`src/rtl/bin_to_bcd_sequencer_if.sv`:
```
// ---------------------------------------------------------------------------
// bin_to_bcd_sequencer_if
//
// Groups the conversion handshake and the digit/blink display bus of
// bin_to_bcd_sequencer.
//
//   master : drives iStart/iBin (and iHex when BCD_HEX_BYPASS_EN is defined),
//            observes oBusy/oDone/oDigit0..3/oBlink.
//   slave  : the converter; the mirror image of master.
//
// Parameter WIDTH : bit width of iBin (legal 4..14).
// Macro BCD_HEX_BYPASS_EN : adds the iHex select line.
// ---------------------------------------------------------------------------
interface bin_to_bcd_sequencer_if #(
    parameter int WIDTH = 14
);
    logic             iStart;
    logic [WIDTH-1:0] iBin;
`ifdef BCD_HEX_BYPASS_EN
    logic             iHex;
`endif
    logic             oBusy;
    logic             oDone;
    logic [3:0]       oDigit0;
    logic [3:0]       oDigit1;
    logic [3:0]       oDigit2;
    logic [3:0]       oDigit3;
    logic             oBlink;

`ifdef BCD_HEX_BYPASS_EN
    modport master (
        output iStart, iBin, iHex,
        input  oBusy, oDone, oDigit0, oDigit1, oDigit2, oDigit3, oBlink
    );
    modport slave (
        input  iStart, iBin, iHex,
        output oBusy, oDone, oDigit0, oDigit1, oDigit2, oDigit3, oBlink
    );
`else
    modport master (
        output iStart, iBin,
        input  oBusy, oDone, oDigit0, oDigit1, oDigit2, oDigit3, oBlink
    );
    modport slave (
        input  iStart, iBin,
        output oBusy, oDone, oDigit0, oDigit1, oDigit2, oDigit3, oBlink
    );
`endif

endinterface : bin_to_bcd_sequencer_if

```
`src/rtl/bin_to_bcd_sequencer.sv`:
```
// ---------------------------------------------------------------------------
// bin_to_bcd_sequencer
//
// Sequential binary-to-BCD converter (shift-add-3 / double dabble), one
// iteration per clock. Feeds the per-digit seven-segment controllers: the
// four digits and the blink request are held stable between conversions and
// only change in the cycle oDone is high.
//
// Ports:
//   iClk  : clock, rising edge
//   nRst  : asynchronous active-low reset
//   bus   : bin_to_bcd_sequencer_if.slave
//             iStart/iBin (iHex)     conversion request, sampled in IDLE only
//             oBusy                  high while CONVERT is running
//             oDone                  one-cycle completion pulse
//             oDigit0..3             BCD ones..thousands
//             oBlink                 overflow (value > 9999, shown as 9999)
//
// Parameter WIDTH : input width, legal 4..14.
// Macro BCD_HEX_BYPASS_EN : when defined, iHex=1 displays iBin as four hex
//   nibbles immediately (no CONVERT, oDone next cycle, no saturation).
// ---------------------------------------------------------------------------
module bin_to_bcd_sequencer #(
    parameter int WIDTH = 14
) (
    input  logic                         iClk,
    input  logic                         nRst,
    bin_to_bcd_sequencer_if.slave        bus
);

    typedef enum logic {
        IDLE    = 1'b0,
        CONVERT = 1'b1
    } state_e;

    state_e           state_q, state_d;
    logic [3:0]       cnt_q, cnt_d;
    logic [WIDTH-1:0] shift_q, shift_d;
    logic [15:0]      scratch_q, scratch_d;
    logic             ovf_q, ovf_d;
    logic [15:0]      digits_q, digits_d;
    logic             blink_q, blink_d;
    logic             done_q, done_d;

    logic [15:0]      bin_ext;       // iBin zero-extended to four nibbles
    logic [15:0]      adjusted;      // scratch after the add-3 step
    logic [15:0]      scratch_next;  // scratch after adjust + shift
    logic             hex_sel;
    logic             busy;

    assign bin_ext = {{(16 - WIDTH){1'b0}}, bus.iBin};

`ifdef BCD_HEX_BYPASS_EN
    assign hex_sel = bus.iHex;
`else
    assign hex_sel = 1'b0;
`endif

    // One double-dabble iteration on the current (pre-iteration) scratch:
    // every nibble >= 5 gets +3 so the following doubling carries into the
    // next decimal digit, then the shift register's MSB enters at the bottom.
    always_comb begin
        for (int n = 0; n < 4; n++) begin
            adjusted[4*n +: 4] = (scratch_q[4*n +: 4] >= 4'd5)
                               ? scratch_q[4*n +: 4] + 4'd3
                               : scratch_q[4*n +: 4];
        end
        scratch_next = {adjusted[14:0], shift_q[WIDTH-1]};
    end

    // -----------------------------------------------------------------------
    // Process 1: state and datapath registers.
    // -----------------------------------------------------------------------
    // NOTE: every clocked assignment is non-blocking so all registers update
    // from the same pre-edge values regardless of statement order.
    always_ff @(posedge iClk or negedge nRst) begin
        if (!nRst) begin
            state_q   <= IDLE;
            cnt_q     <= '0;
            shift_q   <= '0;
            scratch_q <= '0;
            ovf_q     <= 1'b0;
            digits_q  <= '0;
            blink_q   <= 1'b0;
            done_q    <= 1'b0;
        end else begin
            state_q   <= state_d;
            cnt_q     <= cnt_d;
            shift_q   <= shift_d;
            scratch_q <= scratch_d;
            ovf_q     <= ovf_d;
            digits_q  <= digits_d;
            blink_q   <= blink_d;
            done_q    <= done_d;
        end
    end

    // -----------------------------------------------------------------------
    // Process 2: next-state logic.
    // -----------------------------------------------------------------------
    // NOTE: each combinational output gets a default before the case, so no
    // path leaves it unassigned and no latch is inferred.
    always_comb begin
        state_d = state_q;
        unique case (state_q)
            IDLE:    if (bus.iStart && !hex_sel) state_d = CONVERT;
            CONVERT: if (cnt_q == 4'd1)          state_d = IDLE;
            default: state_d = IDLE;
        endcase
    end

    // -----------------------------------------------------------------------
    // Process 3: datapath next values and outputs.
    // Displayed digits/blink hold unless a conversion completes this edge.
    // -----------------------------------------------------------------------
    always_comb begin
        cnt_d     = cnt_q;
        shift_d   = shift_q;
        scratch_d = scratch_q;
        ovf_d     = ovf_q;
        digits_d  = digits_q;
        blink_d   = blink_q;
        done_d    = 1'b0;

        unique case (state_q)
            IDLE: begin
                if (bus.iStart) begin
                    if (hex_sel) begin
                        // Hex bypass: show the nibbles straight away.
                        digits_d = bin_ext;
                        blink_d  = 1'b0;
                        done_d   = 1'b1;
                    end else begin
                        shift_d   = bus.iBin;
                        scratch_d = '0;
                        cnt_d     = 4'(WIDTH);
                        ovf_d     = (bin_ext > 16'd9999);
                    end
                end
            end
            CONVERT: begin
                scratch_d = scratch_next;
                shift_d   = shift_q << 1;
                cnt_d     = cnt_q - 4'd1;
                if (cnt_q == 4'd1) begin
                    // Saturate to 9999 when the input exceeded four digits.
                    digits_d = ovf_q ? 16'h9999 : scratch_next;
                    blink_d  = ovf_q;
                    done_d   = 1'b1;
                end
            end
            default: ;
        endcase
    end

    assign busy = (state_q == CONVERT);

    assign bus.oBusy   = busy;
    assign bus.oDone   = done_q;
    assign bus.oDigit0 = digits_q[3:0];
    assign bus.oDigit1 = digits_q[7:4];
    assign bus.oDigit2 = digits_q[11:8];
    assign bus.oDigit3 = digits_q[15:12];
    assign bus.oBlink  = blink_q;

endmodule : bin_to_bcd_sequencer

```
`src/flat_wrapper.sv`:
```
// flat-port wrapper written by rule: the top's interface ports become plain ports
module bin_to_bcd_sequencer_flat 
#(
    parameter int WIDTH = 14
)
  (iClk, nRst, bus_iStart, bus_iBin, bus_oBusy, bus_oDone, bus_oDigit0, bus_oDigit1, bus_oDigit2, bus_oDigit3, bus_oBlink);
  bin_to_bcd_sequencer_if #(.WIDTH(WIDTH)) bus_i ();
  input  logic iClk;
  input  logic nRst;
  input wire logic [$bits(bus_i.iStart)-1:0] bus_iStart;
  input wire logic [$bits(bus_i.iBin)-1:0] bus_iBin;
  output wire logic [$bits(bus_i.oBusy)-1:0] bus_oBusy;
  output wire logic [$bits(bus_i.oDone)-1:0] bus_oDone;
  output wire logic [$bits(bus_i.oDigit0)-1:0] bus_oDigit0;
  output wire logic [$bits(bus_i.oDigit1)-1:0] bus_oDigit1;
  output wire logic [$bits(bus_i.oDigit2)-1:0] bus_oDigit2;
  output wire logic [$bits(bus_i.oDigit3)-1:0] bus_oDigit3;
  output wire logic [$bits(bus_i.oBlink)-1:0] bus_oBlink;
  assign bus_i.iStart = bus_iStart;
  assign bus_i.iBin = bus_iBin;
  assign bus_oBusy = bus_i.oBusy;
  assign bus_oDone = bus_i.oDone;
  assign bus_oDigit0 = bus_i.oDigit0;
  assign bus_oDigit1 = bus_i.oDigit1;
  assign bus_oDigit2 = bus_i.oDigit2;
  assign bus_oDigit3 = bus_i.oDigit3;
  assign bus_oBlink = bus_i.oBlink;
  bin_to_bcd_sequencer #(.WIDTH(WIDTH)) u_core (.iClk(iClk), .nRst(nRst), .bus(bus_i));
endmodule
```
`config.mk`:
```
export PLATFORM = sky130hd
export DESIGN_NAME = bin_to_bcd_sequencer_flat
export DESIGN_NICKNAME = d
export VERILOG_FILES = /design/src/rtl/bin_to_bcd_sequencer_if.sv /design/src/rtl/bin_to_bcd_sequencer.sv /design/src/flat_wrapper.sv
export SDC_FILE = /design/constraint.sdc
export NUM_CORES = 1
export LEC_CHECK = 0
export CORE_MARGIN = 5
export CORE_UTILIZATION = 50
export CTS_CLUSTER_SIZE = 14
export DETAILED_ROUTE_END_ITERATION = 6
export PLACE_DENSITY = 0.7
export SLEW_MARGIN = 30
export SYNTH_ARGS = -nofsm -noshare
export SYNTH_HDL_FRONTEND = slang
export SYNTH_SLANG_ARGS = --single-unit
```
`constraint.sdc`:
```
create_clock -name iClk -period 2 [get_ports iClk]
set_clock_uncertainty 0.05 [all_clocks]
set_input_delay 0.3 -clock iClk [delete_from_list [all_inputs] [get_ports iClk]]
set_output_delay 0.3 -clock iClk [all_outputs]
set_load 0.005 [all_outputs]
```
==> summary.md <==
| Metric | Value |
|---|---|
| CP startpoint kind | `flop` |
| Net Sw Frac | `0.364` |
| Data arrival, critical path | `~1500 ps` |
| Avg Cell Area, Syn | `10.6 µm²` |
| Share of cells above drive strength 1 | `0.0906` |
| DR WL/cell | `14.2 µm` |
| GR Util met1 | `0.228` |
| Die H | `82.8 µm` |
| Resized cells post-CTS | `0` |
| Hold Path Stages | `2` |
| Logic pwr share | `0.439` |
| Global route overflow | `0` |
| Yosys warnings | `0` |
| Antenna violations before repair | `0` |
| RSZ-0062 raised after global routing | `false` |
| Family with the most delay on the worst path | `flip-flops` |
| GP Congestion | `0.742` |
| CTS Buffer Depth | `2` |
| Reg2Reg Depth | `6` |
| Io pins | `36` |
| DP Wirelength | `around 3500 µm` |
| Slowest stage delay, CP | `600 ps` |
| Post-synthesis async set-or-reset flop share | `1.00` |
| Max Slew Vio Count | `0` |
| TritonCTS Sinks | `54` |
| Req. time, crit path | `between 1500 and 2000 ps` |
| Crit-path cells | `clkdlybuf4s50_1` |
| Initial DRC Count | `91` |
| Fmax achieved | `548 MHz` |
| Die span in x | `about 83 µm` |
| Worst-Skew Late Latency | `300 ps` |
| Largest net degree at the start of global routing | `55` |
| Cell Area, Synth | `0.00265 mm²` |
| Leak | `1.48 nW` |
| Register area | `0.00135 mm²` |
| H-tree levels | `2` |
| Clk pwr share | `0.148` |
| Top cell type's share of synthesized area | `0.511` |
| # fillers | `477` |
| CP endpoint kind | `primary output` |
| Hold Vio Cnt, Final | `0` |
| Pwr/cell area | `1530 mW/mm²` |
| Drt first pass iters | `4` |
| Top cells by count, synth | `dfrtp_1 (54), nand2_1 (23), mux2i_1 (22), a21oi_1 (19), o21ai_0 (19)` |
| Total power | `a little under 0.005 W` |
| CP max stage cell | `dfrtp_2` |
| Post-synth EDFFs | `0` |
| Cell row count | `26` |
| Crit Path Category | `flop to primary output` |
| Routed WL | `between 5000 and 6000 µm` |
| Via density | `5.31` |
| Sequential element share of the synthesized area | `0.511` |
| CP Depth | `1` |
| Max-slew headroom | `0.692` |
| Post-DRT Antenna Nets | `0` |
| Top_reg_cell synth | `dfrtp_1` |
| Fin crit period | `~1800 ps` |
| Global-route wire length before repair | `8980 µm` |
| VDD IR-drop max | `approximately 0.7 mV` |
| Crit-path max FO | `21` |
| Mapped Nets | `277` |
| Initial Util | `0.515` |
| Cell Int Power | `0.00309 W` |
| Net switching power | `0.00177 W` |
| Core area | `0.00514 mm²` |
| Root Driver | `clkbuf_8` |
| Worst Max-Slew Pin Slew | `462 ps` |
| Seq pwr share | `0.413` |
| Layout Nets | `around 310` |
| Syn Inst Count | `250` |
| Fin crit share | `0.913` |
| N_diodes | `0` |
| Met3 Resource Use GR | `0.0380` |
| Endpoints failing setup | `0` |
| Dominant cells by area after synthesis | `dfrtp_1 (51%), mux2i_1 (8.3%), ha_1 (4.7%)` |
| Die area | `0.00685 mm²` |
| Unique cell type count in the Yosys netlist | `31` |
| Hold buffer count at CTS | `1` |
| Routed via count | `1894` |
| M2 GR Usage | `0.281` |
| Clock slew seen by the registers of the worst setup and hold paths | `approximately 100 ps` |
| Port buffer count | `35` |
| Yosys top cell by area | `dfrtp_1` |
| Area of the multi-input gates | `0.00117 mm²` |
| Num CTS Buffers | `5` |
| CTS tree | `done` |
| Status | `finished, final reports clean` |
| Vias in the first global route | `1864` |
| Worst min-delay path category | `flop to flop` |
| Max-Cap Viols | `0` |
| DRC Markers | `0` |
| GRT Util Overall | `0.171` |
| Layout overhead on the synthesized area | `20.0%` |
| Top Usage Layer GRT | `met2` |
| Most numerous cell in the Yosys netlist | `dfrtp_1` |
| FF+latch count, synth | `54` |
| Buf+Inv Stages, Crit Path | `1` |
| Setup TNS | `0 ps` |
| Post-CTS setup buffers | `0` |
## flip-flops by register name (all words and copies together) (netlist names)
| register | count |
|---|---|
| u_core.shift_q | 14 |
| u_core.bus.oDone | 1 |
| u_core.bus.oBlink | 1 |
| u_core.digits_q | 16 |
| u_core.bus.oBusy | 1 |
| u_core.cnt_q | 4 |
| u_core.ovf_q | 1 |
| u_core.scratch_q | 16 |
## power by group through the flow
stage / sequential, W / combinational (W) / clock, W
2_1_floorplan: 0.00189 / 0.00157 / 0
3_3_place_gp: 0.00202 / 0.00210 / 0
3_5_place_dp: 0.00203 / 0.00216 / 0
4_1_cts: 0.00201 / 0.00217 / 0.000740
5_1_grt: 0.00209 / 0.00245 / 0.000779
6_report: 0.00201 / 0.00214 / 0.000722
## area by class of cell
cell class,count,share of cell area
Timing Repair Buffer,42,0.130
Sequential cell,54,0.426
Tap cell,70,0.0276
Multi-Input combinational cell,172,0.369
Clock inverter,3,0.0126
Clock buffer,5,0.0217
Inverter,11,0.0130
## per-layer routing
metal  routed length [µm]  share of wire  vias to the layer above
met1                 2390           0.47                      908
met3                  210          0.042                        6
li1                     -              -                      946
met2                 2400           0.47                       34
met5                    0              0                        -
met4                   56          0.011                        0
## worst paths after layout
check                                         start                   end  slack (ps)
worst min register to register    u_core.bus.oBlink     u_core.bus.oBlink         440
max in group asynchronous                      nRst       u_core.cnt_q[2]        1190
worst max-delay path               u_core.bus.oBusy             bus_oBusy         170
worst max register to register  u_core.scratch_q[4]    u_core.digits_q[6]         400
min in group asynchronous                      nRst  u_core.scratch_q[13]         460
worst min-delay path              u_core.bus.oBlink     u_core.bus.oBlink         440
## cell usage in the layout (no fill, tap or decap), types with 2 or more instances in the layout
master and count:
a21o_1 9, a21oi_1 19, a21oi_2 4, a22o_1 8
a32o_1 3, buf_4 5, clkbuf_8 5, clkdlybuf4s50_1 34
clkinv_2 2, dfrtp_1 53, ha_1 10, inv_1 10
mux2i_1 22, nand2_1 23, nand2b_1 9, nand3_1 2
nor2_1 15, nor3_1 7, nor3b_1 7, o21ai_0 19
o31ai_1 2, xnor2_1 6
## cells by family after synthesis
logic type / after synthesis / synth area share
simple gates: 67 / 0.128
compound gates: 66 / 0.161
flops: 54 / 0.511
buf+inv: 24 / 0.0459
mux: 23 / 0.0875
fa+ha+maj: 10 / 0.0473
xor+xnor: 6 / 0.0199
## stage by stage
step | instances | hold WS, ps | setup slack, ps | util | instance area [µm²]
2_1_floorplan | 250 | -45.6 | 601 | - | 2650
3_3_place_gp | 348 | 270 | 448 | 0.595 | 3060
3_5_place_dp | 348 | 269 | 317 | 0.595 | 3060
4_1_cts | 357 | 440 | 160 | 0.618 | 3180
5_1_grt | 357 | 474 | 102 | 0.618 | 3180
6_report | 357 | 436 | 175 | 0.618 | 3180
Power figures use the tool's default switching activity.
